### src/rtl/ldc_series.sv
// Sequential fixed-point series evaluator: distance = sum_{k<TERMS} x*v^k/k!.
// Build option: define LDC_SATURATE_EN to clamp every reduction/accumulate and report overflow.
module ldc_series #(
    parameter int WIDTH = 16,
    parameter int FRAC  = 8,
    parameter int TERMS = 6,
    parameter int TAG_W = 2
) (
    input  logic                    clk,
    input  logic                    rst,
    input  logic                    in_valid,
    output logic                    in_ready,
    input  logic signed [WIDTH-1:0] x,
    input  logic signed [WIDTH-1:0] v,
    input  logic [TAG_W-1:0]        in_tag,
    output logic                    out_valid,
    input  logic                    out_ready,
    output logic signed [WIDTH-1:0] distance,
    output logic [TAG_W-1:0]        out_tag,
    output logic                    overflow
);

    localparam int K_W = $clog2(TERMS);
    localparam int R_N = 1 << K_W;
    localparam int ONE = 1 << FRAC;

`ifdef LDC_SATURATE_EN
    localparam bit SAT = 1'b1;
`else
    localparam bit SAT = 1'b0;
`endif

    typedef enum logic [1:0] {IDLE, MULV, SCALE, OUT} state_t;

    typedef struct packed {
        logic signed [WIDTH-1:0] v;
        logic [TAG_W-1:0]        tag;
    } req_t;

    state_t                    state;
    req_t                      req_q;
    logic signed [WIDTH-1:0]   term;
    logic signed [WIDTH-1:0]   acc;
    logic [K_W-1:0]            k;

    logic signed [WIDTH-1:0]   rtab [R_N];
    logic signed [WIDTH-1:0]   mul_b;
    logic signed [2*WIDTH-1:0] prod;
    logic signed [2*WIDTH-1:0] shf;
    logic signed [WIDTH-1:0]   red_val;
    logic                      red_ovf;
    logic signed [WIDTH:0]     sum;
    logic signed [WIDTH-1:0]   sum_val;
    logic                      sum_ovf;

    // Reciprocal table R[k] = floor(2^FRAC / k); unused slots are zero.
    for (genvar i = 0; i < R_N; i++) begin : g_rtab
        if (i == 0 || i >= TERMS) begin : g_zero
            assign rtab[i] = '0;
        end else begin : g_rec
            assign rtab[i] = WIDTH'(ONE / i);
        end
    end

    assign in_ready = (state == IDLE);

    // One shared multiplier: by v in MULV, by R[k] in SCALE.
    always_comb begin
        mul_b   = (state == MULV) ? req_q.v : rtab[k];
        prod    = term * mul_b;
        shf     = prod >>> FRAC;
        red_ovf = SAT && (shf[2*WIDTH-1:WIDTH-1] != {(WIDTH+1){shf[2*WIDTH-1]}});
        red_val = red_ovf ? {shf[2*WIDTH-1], {(WIDTH-1){~shf[2*WIDTH-1]}}}
                          : shf[WIDTH-1:0];
        sum     = {acc[WIDTH-1], acc} + {red_val[WIDTH-1], red_val};
        sum_ovf = SAT && (sum[WIDTH] != sum[WIDTH-1]);
        sum_val = sum_ovf ? {sum[WIDTH], {(WIDTH-1){~sum[WIDTH]}}}
                          : sum[WIDTH-1:0];
    end

    always_ff @(posedge clk or negedge rst) begin
        if (!rst) begin
            state     <= IDLE;
            req_q     <= '0;
            term      <= '0;
            acc       <= '0;
            k         <= '0;
            out_valid <= 1'b0;
            distance  <= '0;
            out_tag   <= '0;
            overflow  <= 1'b0;
        end else begin
            case (state)
                IDLE: begin
                    if (in_valid) begin
                        req_q.v   <= v;
                        req_q.tag <= in_tag;
                        term      <= x;
                        acc       <= x;
                        k         <= K_W'(1);
                        overflow  <= 1'b0;
                        state     <= MULV;
                    end
                end
                MULV: begin
                    term     <= red_val;
                    overflow <= overflow | red_ovf;
                    state    <= SCALE;
                end
                SCALE: begin
                    term     <= red_val;
                    acc      <= sum_val;
                    overflow <= overflow | red_ovf | sum_ovf;
                    if (k == K_W'(TERMS - 1)) begin
                        distance  <= sum_val;
                        out_tag   <= req_q.tag;
                        out_valid <= 1'b1;
                        state     <= OUT;
                    end else begin
                        k     <= k + 1'b1;
                        state <= MULV;
                    end
                end
                OUT: begin
                    if (out_ready) begin
                        out_valid <= 1'b0;
                        state     <= IDLE;
                    end
                end
                default: state <= IDLE;
            endcase
        end
    end

endmodule

### config.mk
export PLATFORM = sky130hd
export DESIGN_NAME = ldc_series
export DESIGN_NICKNAME = d
export VERILOG_FILES = /design/src/rtl/ldc_series.sv
export SDC_FILE = /design/constraint.sdc
export NUM_CORES = 1
export LEC_CHECK = 0
export CELL_PAD_IN_SITES_DETAIL_PLACEMENT = 1
export CELL_PAD_IN_SITES_GLOBAL_PLACEMENT = 1
export CORE_MARGIN = 1.5
export CORE_UTILIZATION = 30
export CTS_BUF_LIST = sky130_fd_sc_hd__clkbuf_4 sky130_fd_sc_hd__clkbuf_8
export DETAILED_ROUTE_END_ITERATION = 16
export PLACE_DENSITY = 0.62
export SETUP_SLACK_MARGIN = 0.1
export SLEW_MARGIN = 20
export SYNTH_ARGS = -nofsm -noshare
export SYNTH_HDL_FRONTEND = slang
export SYNTH_SLANG_ARGS = --single-unit
### constraint.sdc
create_clock -name clk -period 9.15 [get_ports clk]
set_input_delay 2.745 -clock clk [delete_from_list [all_inputs] [get_ports clk]]
set_output_delay 2.745 -clock clk [all_outputs]
set_load 0.005 [all_outputs]
[Word-level counts from Yosys, hierarchy flattened]
Memories as Yosys holds them, arrays and structs flattened.
Index checks and enable logic that the tools add are counted.
Word-level totals
  logic and storage cells: 51
  bits in read-only memories: 128
  output and inout port bits: 21
  register bits: 74
  input bits: 38
  memories: 1
Cells by class
  reduce and logical (&&, ||, !) cells: 12
  eq/ne operators: 8
  bitwise operators: 1
  muxes and demuxes: 16
  add/subtract/negate cells: 2
  order comparisons: 1
  $mul: 1
Memory list
  (name not given): words 8, width 16, rd ports 1, clocked after Yosys merged registers in 0, wr ports 0, RTL line 69  | mul_b = (state == MULV) ? req_q.v : rtab[k];
Operators by type and width (count)
  2-to-1 mux 16 bit: 4
  one-hot mux 16 bit (2 select lines): 2
  multiplier 16 x 16 -> 24 bit: 1
  adder 16 bit: 1
  AND reduction 2 bit: 5
  inequality test 2 bit (second input constant): 4
  one-hot mux 2 bit (4 select lines): 1
  2-to-1 mux 2 bit: 3
  2-to-1 mux 3 bit: 2
  one-hot mux 3 bit (2 select lines): 1
  AND reduction 3 bit: 2
  nonzero test 2 bit: 3
  equality test 2 bit (second input constant): 2
  >= comparator 4 bit (second input constant): 1
  NOT 3 -> 4 bit: 1
  adder 3 x 1 -> 3 bit (second input constant): 1
  equality test 3 bit (second input constant): 1
  equality test 2 x 1 -> 1 bit (second input constant): 1
  zero test 2 bit: 1
  2-to-1 mux 1 bit: 2
  one-hot mux 1 bit (2 select lines): 1
  OR reduction 2 bit: 1

[Logic depth before layout (Yosys ltp)]
Gate-level depths: netlist of the first run.
  depth in word-level cells: 8
  mapped depth: 36

[Least setup slack after synthesis of the first run]
OpenSTA, ideal clock, no wires.
  path kind: flip-flop to flip-flop
  start point: reg state[1]
  end point: reg acc[15]
  arrival time: 8.182 ns
  period minus slack after synthesis: 8.248 ns
  buffers on the path: 2
  path slack: 0.902 ns
  cell stages (with the launch flop): 37
  path through: dfrtp_1 > inv_1 > ha_1 > buf_4 > nor2_1 > a22o_1 > clkbuf_1 > nand2_1 > fa_1 > inv_1 > fa_1 > inv_1 > fa_1 > inv_1 > fa_1 > fa_1 > inv_1 > fa_1 > inv_1 > ha_1 > and2_1 > a2111oi_0 > nand2_1 > a211oi_4 > nor2_1 > a21oi_1 > xnor2_1 > ha_1 > nand2_1 > a211oi_1 > a21oi_1 > o31ai_1 > nand4b_1 > o211ai_1 > xnor3_1 > o211ai_2 > o21a_1
Between the ends
  cells in the longest elaborated chain, start to end: 5
  elaborated cells between the ends (all ways): 10
  classes of those cells: add/sub (1); mul (1); eq/ne (3); mux (2); reduce/logical (3)
Ends and longest elaborated chain
  start, declared: RTL line 40  | state_t state;
  start signal, assigned: RTL line 83  | state <= IDLE;
  start signal, assigned: RTL line 102  | state <= MULV;
  start signal, assigned: RTL line 108  | state <= SCALE;
  equality test 2 x 1 -> 1 bit
  2-to-1 mux 16 bit: RTL line 69
  multiplier 16 x 16 -> 24 bit: RTL line 70  | prod = term * mul_b;
  adder 16 bit: RTL line 75  | sum = {acc[WIDTH-1], acc} + {red_val[WIDTH-1], red_val};
  one-hot mux 16 bit (2 select lines): RTL line 93  | case (state)
  end signal, assigned: RTL line 112  | acc <= sum_val;
  end, declared: RTL line 43  | logic signed [WIDTH-1:0] acc;
Parallel ways exist; a longest one is shown, timed or not.
A chain may end at the register's enable or synchronous reset.

[Final worst setup path of the first run]
  start point: reg k[1]
  end point: reg acc[15]
Between the ends
  cells in the longest elaborated chain, start to end: 8
Ends and longest elaborated chain
  start, declared: RTL line 44  | logic [K_W-1:0] k;
  start signal, assigned: RTL line 120  | k <= k + 1'b1;
  NOT 3 -> 4 bit (not written as such): RTL line 69
  memory read (8 x 16 bit)
  2-to-1 mux 16 bit (not written as such) (2 in a row): RTL line 69
  2-to-1 mux 16 bit: RTL line 69
  multiplier 16 x 16 -> 24 bit: RTL line 70
  adder 16 bit: RTL line 75
  one-hot mux 16 bit (2 select lines): RTL line 93
No other way between the ends. The select of a mux whose other input is x is not followed.

==> flow_metrics.tcl, run 1 <==
set metrics [dict create \
    post-route-min-period_ps 8530 \
    arrival_ps 8780 \
    cp-start-kind "flop" \
    numCtsBuffers 9 \
    setup_violations 0 \
    status "completed" \
    first_pass_iters 4 \
    slowest_delay_ps 560 \
    track_usage 0.178 \
    drt_iter0_markers 279 \
    route.vias.total 8413 \
    fp.coreArea_sq_um 37800 \
    synth_edf_count 0 \
    h-tree-depth 3 \
    yosysSeqAreaShare 0.160 \
    synth-seq-cells 74 \
    routedWlPerCell_um 18.1 \
    relSlewSlack 0.270 \
    die-area_sq_um 39800 \
    syn_to_final_growth_pct 12.1 \
    portBuffers 57 \
    whs_path_depth 2 \
    drcViolationCount 0 \
    synth_simple_gate_area_frac 0.148 \
    cp_max_fo 11 \
    routed_wl_um 32700 \
    async_flop_share 1.00 \
    synth_top_family_by_area "adder cells" \
    maxCapViolCount 0 \
    ant_nets 0 \
    path_class "reg -> reg" \
    syn_inst 1251 \
    grt_pass1_wl_um 54000 \
    cts_root_buf "clkbuf_8" \
    finalHoldViolCount 0 \
    grt_pass1_vias 9726 \
    synth_flop_cell "dfrtp_1" \
    tns_ps 0 \
    dp_hpwl_um 26800 \
    synth.area.mux_share 0.0480 \
    min_path_type "reg -> reg" \
    grt-ovfl-total 0 \
    avgSynthCellArea_sq_um 9.26 \
    yosys_warnings 0 \
    synthXorXnorAreaFrac 0.0424 \
    ioPinCount 59 \
    yosysTopAreaCellShare 0.323 \
    globalplace.congestion 0.854 \
    path_common_cell "fa_1" \
    syn-num-nets 1572 \
    nFillCells 4411 \
    hold_buffers 0 \
    yosys.area_share.adder 0.427 \
    finalClockSkew_ps 14.7 \
    start_util 0.306 \
    fmax_mhz 117 \
    synth_compound_area_frac 0.0724 \
    cts_max_path_buffers 2 \
    min_period_over_period 0.932 \
    max_slew.worst_pin.slew_ps 1090 \
    cts_tree "built" \
    worstRegToRegCells 31 \
    required_ps 9400 \
    die_y_um 199 \
    hold_slack_ps 490 \
    clk_latency_ps 360 \
    grt_start_max_net_pins 75 \
    ys_types 64 \
    synth_area_leaders "fa_1 (32%), dfrtp_1 (16%), ha_1 (10%), inv_1 (8.2%), nand2_1 (5.7%)" \
    slew_viol_final 0 \
    synth_top_area_cell "fa_1" \
    end_kind "flop" \
    antenna_found_initial 0 \
    vias_per_cell 4.66 \
    crit_slowest_cell "fa_1" \
    crit_family "adder cells" \
    drive_gt1_frac 0.0719 \
    rsz0062_at_grt "true" \
    cp.depth 31 \
    rows 71 \
    crit_buf_inv 7 \
    fp.dieW_um 199 \
    cts.reportedPaths.clkPinSlew_ps 90 \
    antenna_cells 0 \
    finalNetCount 1609 \
    cts_sinks 74 \
    syn_area_sq_um 11600 \
    postLayoutCoreUtil 0.343 \
]
-- sequential cells by signal, indices dropped and copies added, names as in the netlist --
signal,count
req_q,18
state,2
out_valid,1
term,16
acc,16
k,3
out_tag,2
distance,16
-- cell type report --
type	instances	area, sq um	area share
flip-flops and latches	74	1850	0.143
inverters	254	953	0.0734
repair buffers	79	741	0.0570
multi-input cells	870	8590	0.661
well taps	511	639	0.0492
clock buffers	10	138	0.0106
clock inverters	6	73.8	0.00569
-- cells in the mapped netlist (14+ instances only) --
master / instances
xnor2_1: 35
nand2_1: 177
mux2i_1: 24
mux2_2: 28
and2_1: 62
clkbuf_1: 45
inv_1: 253
and3_1: 39
a21oi_1: 33
fa_1: 187
xor2_1: 14
nor2b_1: 16
nor2_1: 27
ha_1: 96
o21ai_0: 45
dfrtp_1: 74
-- worst register-to-register path, delay by kind of cell (launching register included) --
kind	cells	cell delay (ps)
AND/OR/NAND/NOR	3	370
flip-flops	1	430
adder cells (fa/ha/maj)	9	3970
AO/OA/AOI/OAI	10	2420
XOR/XNOR	2	430
buffers and inverters	7	800
-- cell usage in the layout (no fill, tap or decap), types with 24 or more instances in the layout --
cell type	instances
clkdlybuf4s50_1	56
and2_1	62
dfrtp_1	74
mux2_2	28
inv_1	253
and3_1	39
nor2_1	27
xnor2_1	35
mux2i_1	24
o21ai_0	45
fa_1	187
ha_1	95
a21oi_1	32
nand2_1	177
-- per-layer routing --
metal,wire (um),global-route usage
met1,15200,0.249
met4,316,0.0317
met5,0,0
met2,15500,0.296
met3,1650,0.0221
-- logic make-up after synthesis --
family                     Yosys count
DFF                                 74
and+or+nand+nor                    355
other                                1
muxes                               52
xor gates and xnor gates            52
AOI/OAI and AO/OA                  127
buffers and inverters              307
adders and majority gates          283
-- metrics by stage --
step	cell area (sq um)	worst slack, ps	instances
6_report	13000	619	1804
5_1_grt	13000	28.0	1804
4_1_cts	12900	227	1803
3_5_place_dp	12700	251	1787
3_3_place_gp	12700	567	1787
2_1_floorplan	11600	902	1251
-- repair_timing --
item,4_1_cts,5_1_grt
buffers inserted,0,1
hold endpoints to repair,0,0
gates resized for setup,0,10
endpoints found under the setup margin,0,9
-- final timing paths --
kind | start | slack [ps] | end
min in group asynchronous | rst | 2540 | distance[14]$_DFFE_PN0P_
max in group asynchronous | rst | 5980 | k[2]$_DFFE_PN0P_
max reg2reg | k[1]$_DFFE_PN0P_ | 620 | acc[15]$_DFFE_PN0P_
max | k[1]$_DFFE_PN0P_ | 620 | acc[15]$_DFFE_PN0P_
min | distance[13]$_DFFE_PN0P_ | 490 | distance[13]$_DFFE_PN0P_
min reg2reg | distance[13]$_DFFE_PN0P_ | 490 | distance[13]$_DFFE_PN0P_
Power of run 1 is not shown: default switching activity piles up to over one toggle a cycle in this logic, so the estimate is an artifact.
==> run 2, diff against run 1 <==
- CAP_MARGIN: not set -> 10
- CORE_UTILIZATION: 30 -> 43
- PLACE_DENSITY: 0.62 -> 0.81
==> run 2 against run 1 <==
Effect of this change: clock-buffer cell count fell by 1; routed wire length increased by 0.13%; via count is 4.9% higher; largest cell class unchanged; highest routed layer unchanged.
==> flow_metrics.tcl, run 2 (synthesized netlist as in run 1, its figures left out) <==
set metrics [dict create \
    post-route-min-period_ps 8710 \
    cts_root_buf "clkbuf_8" \
    h-tree-depth 3 \
    hold_buffers 0 \
    path_class "reg -> reg" \
    multi_input_area_sq_um 8600 \
    die_y_um 167 \
    finalHoldViolCount 0 \
    maxCapViolCount 0 \
    portBuffers 57 \
    finalClockSkew_ps 17.2 \
    start_util 0.442 \
    route.vias.total 8825 \
    drt_iter0_markers 432 \
    first_pass_iters 4 \
    slowest_delay_ps 560 \
    die-area_sq_um 27900 \
    seq_area_sq_um 1850 \
    slew_viol_final 0 \
    cts_tree "built" \
    crit_slowest_cell "fa_1" \
    grt_pass1_wl_um 53700 \
    arrival_ps 9050 \
    clk_latency_ps 390 \
    antenna_found_initial 0 \
    grt-ovfl-total 0 \
    rows 59 \
    vias_per_cell 5.39 \
    fp.dieW_um 167 \
    final_common_cell "inv_1" \
    finalNetCount 1618 \
    grt_pass1_vias 9958 \
    relSlewSlack 0.325 \
    rsz0062_at_grt "false" \
    tns_ps 0 \
    end_kind "flop" \
    cts_sinks 74 \
    cts_max_path_buffers 2 \
    setup_violations 0 \
    cp_max_fo 16 \
    antenna_cells 0 \
    cts.reportedPaths.clkPinSlew_ps 100 \
    nFillCells 3009 \
    status "completed" \
    routed_wl_um 32700 \
    drcViolationCount 0 \
    cp-start-kind "flop" \
    globalplace.congestion 0.865 \
    track_usage 0.248 \
    dp_hpwl_um 25800 \
    ioPinCount 59 \
    fmax_mhz 115 \
    grt_start_max_net_pins 75 \
    min_period_over_period 0.952 \
    syn_to_final_growth_pct 10.9 \
    path_common_cell "fa_1" \
    required_ps 9480 \
    min_path_type "reg -> reg" \
    final_cell_mix "inv_1 (253), fa_1 (187), nand2_1 (177)" \
    ant_nets 0 \
    largest_register_ffs 18 \
    largest-register "req_q" \
    fp.coreArea_sq_um 26200 \
    routedWlPerCell_um 20.0 \
    numCtsBuffers 9 \
    max_slew.worst_pin.slew_ps 1010 \
    drive_gt1_frac 0.0791 \
]
run 2: changes by cell type in the layout (fill, tap and decap cells not counted), sizes merged:
cell / delta
buf: +9
clkinvlp: -2
inv: +2
clkbuf: -1
clkinv: +1
run 2: worst paths after layout:
check	to	slack [ps]	depth (start not counted)	startpoint
max reg2reg	acc[15]$_DFFE_PN0P_	440	34	k[1]$_DFFE_PN0P_
max in group asynchronous	req_q[9]$_DFFE_PN0P_	5970	1	rst
max	acc[15]$_DFFE_PN0P_	440	34	k[1]$_DFFE_PN0P_
min reg2reg	distance[10]$_DFFE_PN0P_	490	2	distance[10]$_DFFE_PN0P_
min in group asynchronous	distance[13]$_DFFE_PN0P_	2500	1	rst
min	distance[10]$_DFFE_PN0P_	490	2	distance[10]$_DFFE_PN0P_
run 2: per-stage QoR:
step / util / hold slack, ps / setup slack (ps) / instances / instance area (sq um)
2_1_floorplan: - / 456 / 902 / 1251 / 11600
3_3_place_gp: 0.477 / 466 / 511 / 1611 / 12500
3_5_place_dp: 0.477 / 468 / 107 / 1611 / 12500
4_1_cts: 0.486 / 494 / 138 / 1627 / 12700
5_1_grt: 0.490 / 519 / 94.6 / 1637 / 12800
6_report: 0.490 / 492 / 438 / 1637 / 12800
run 2: critical path, delay by kind of cell (launching register included):
family / cells / cell delay (ps)
xor gates and xnor gates: 2 / 430
adders and majority gates: 9 / 3920
DFF: 1 / 420
buffers and inverters: 7 / 730
and+or+nand+nor: 6 / 1050
AOI/OAI and AO/OA: 10 / 2100
run 2: per-layer routing:
layer  up-vias  wire length [um]  track usage  part of all wire
met5         -                 0            0                 0
met4         0               646       0.0609             0.020
met3        57              1630       0.0288             0.050
met2       236             16300        0.429              0.50
met1      4591             14200        0.331              0.43
li1       3941                 -            -                 -
run 2: cell type report:
class	count	area share
clock buffer	9	0.00964
clock inverter	7	0.00740
inverter	254	0.0742
multi-input combinational	870	0.669
sequential	74	0.144
tap	335	0.0326
timing repair buffer	88	0.0626
run 2: repair_timing:
action	CTS	global route
pin swaps	0	3
endpoints found under the setup margin	1	5
gates resized for setup	1	10
setup buffers	0	10
Power of run 2 is left out for the same reason.
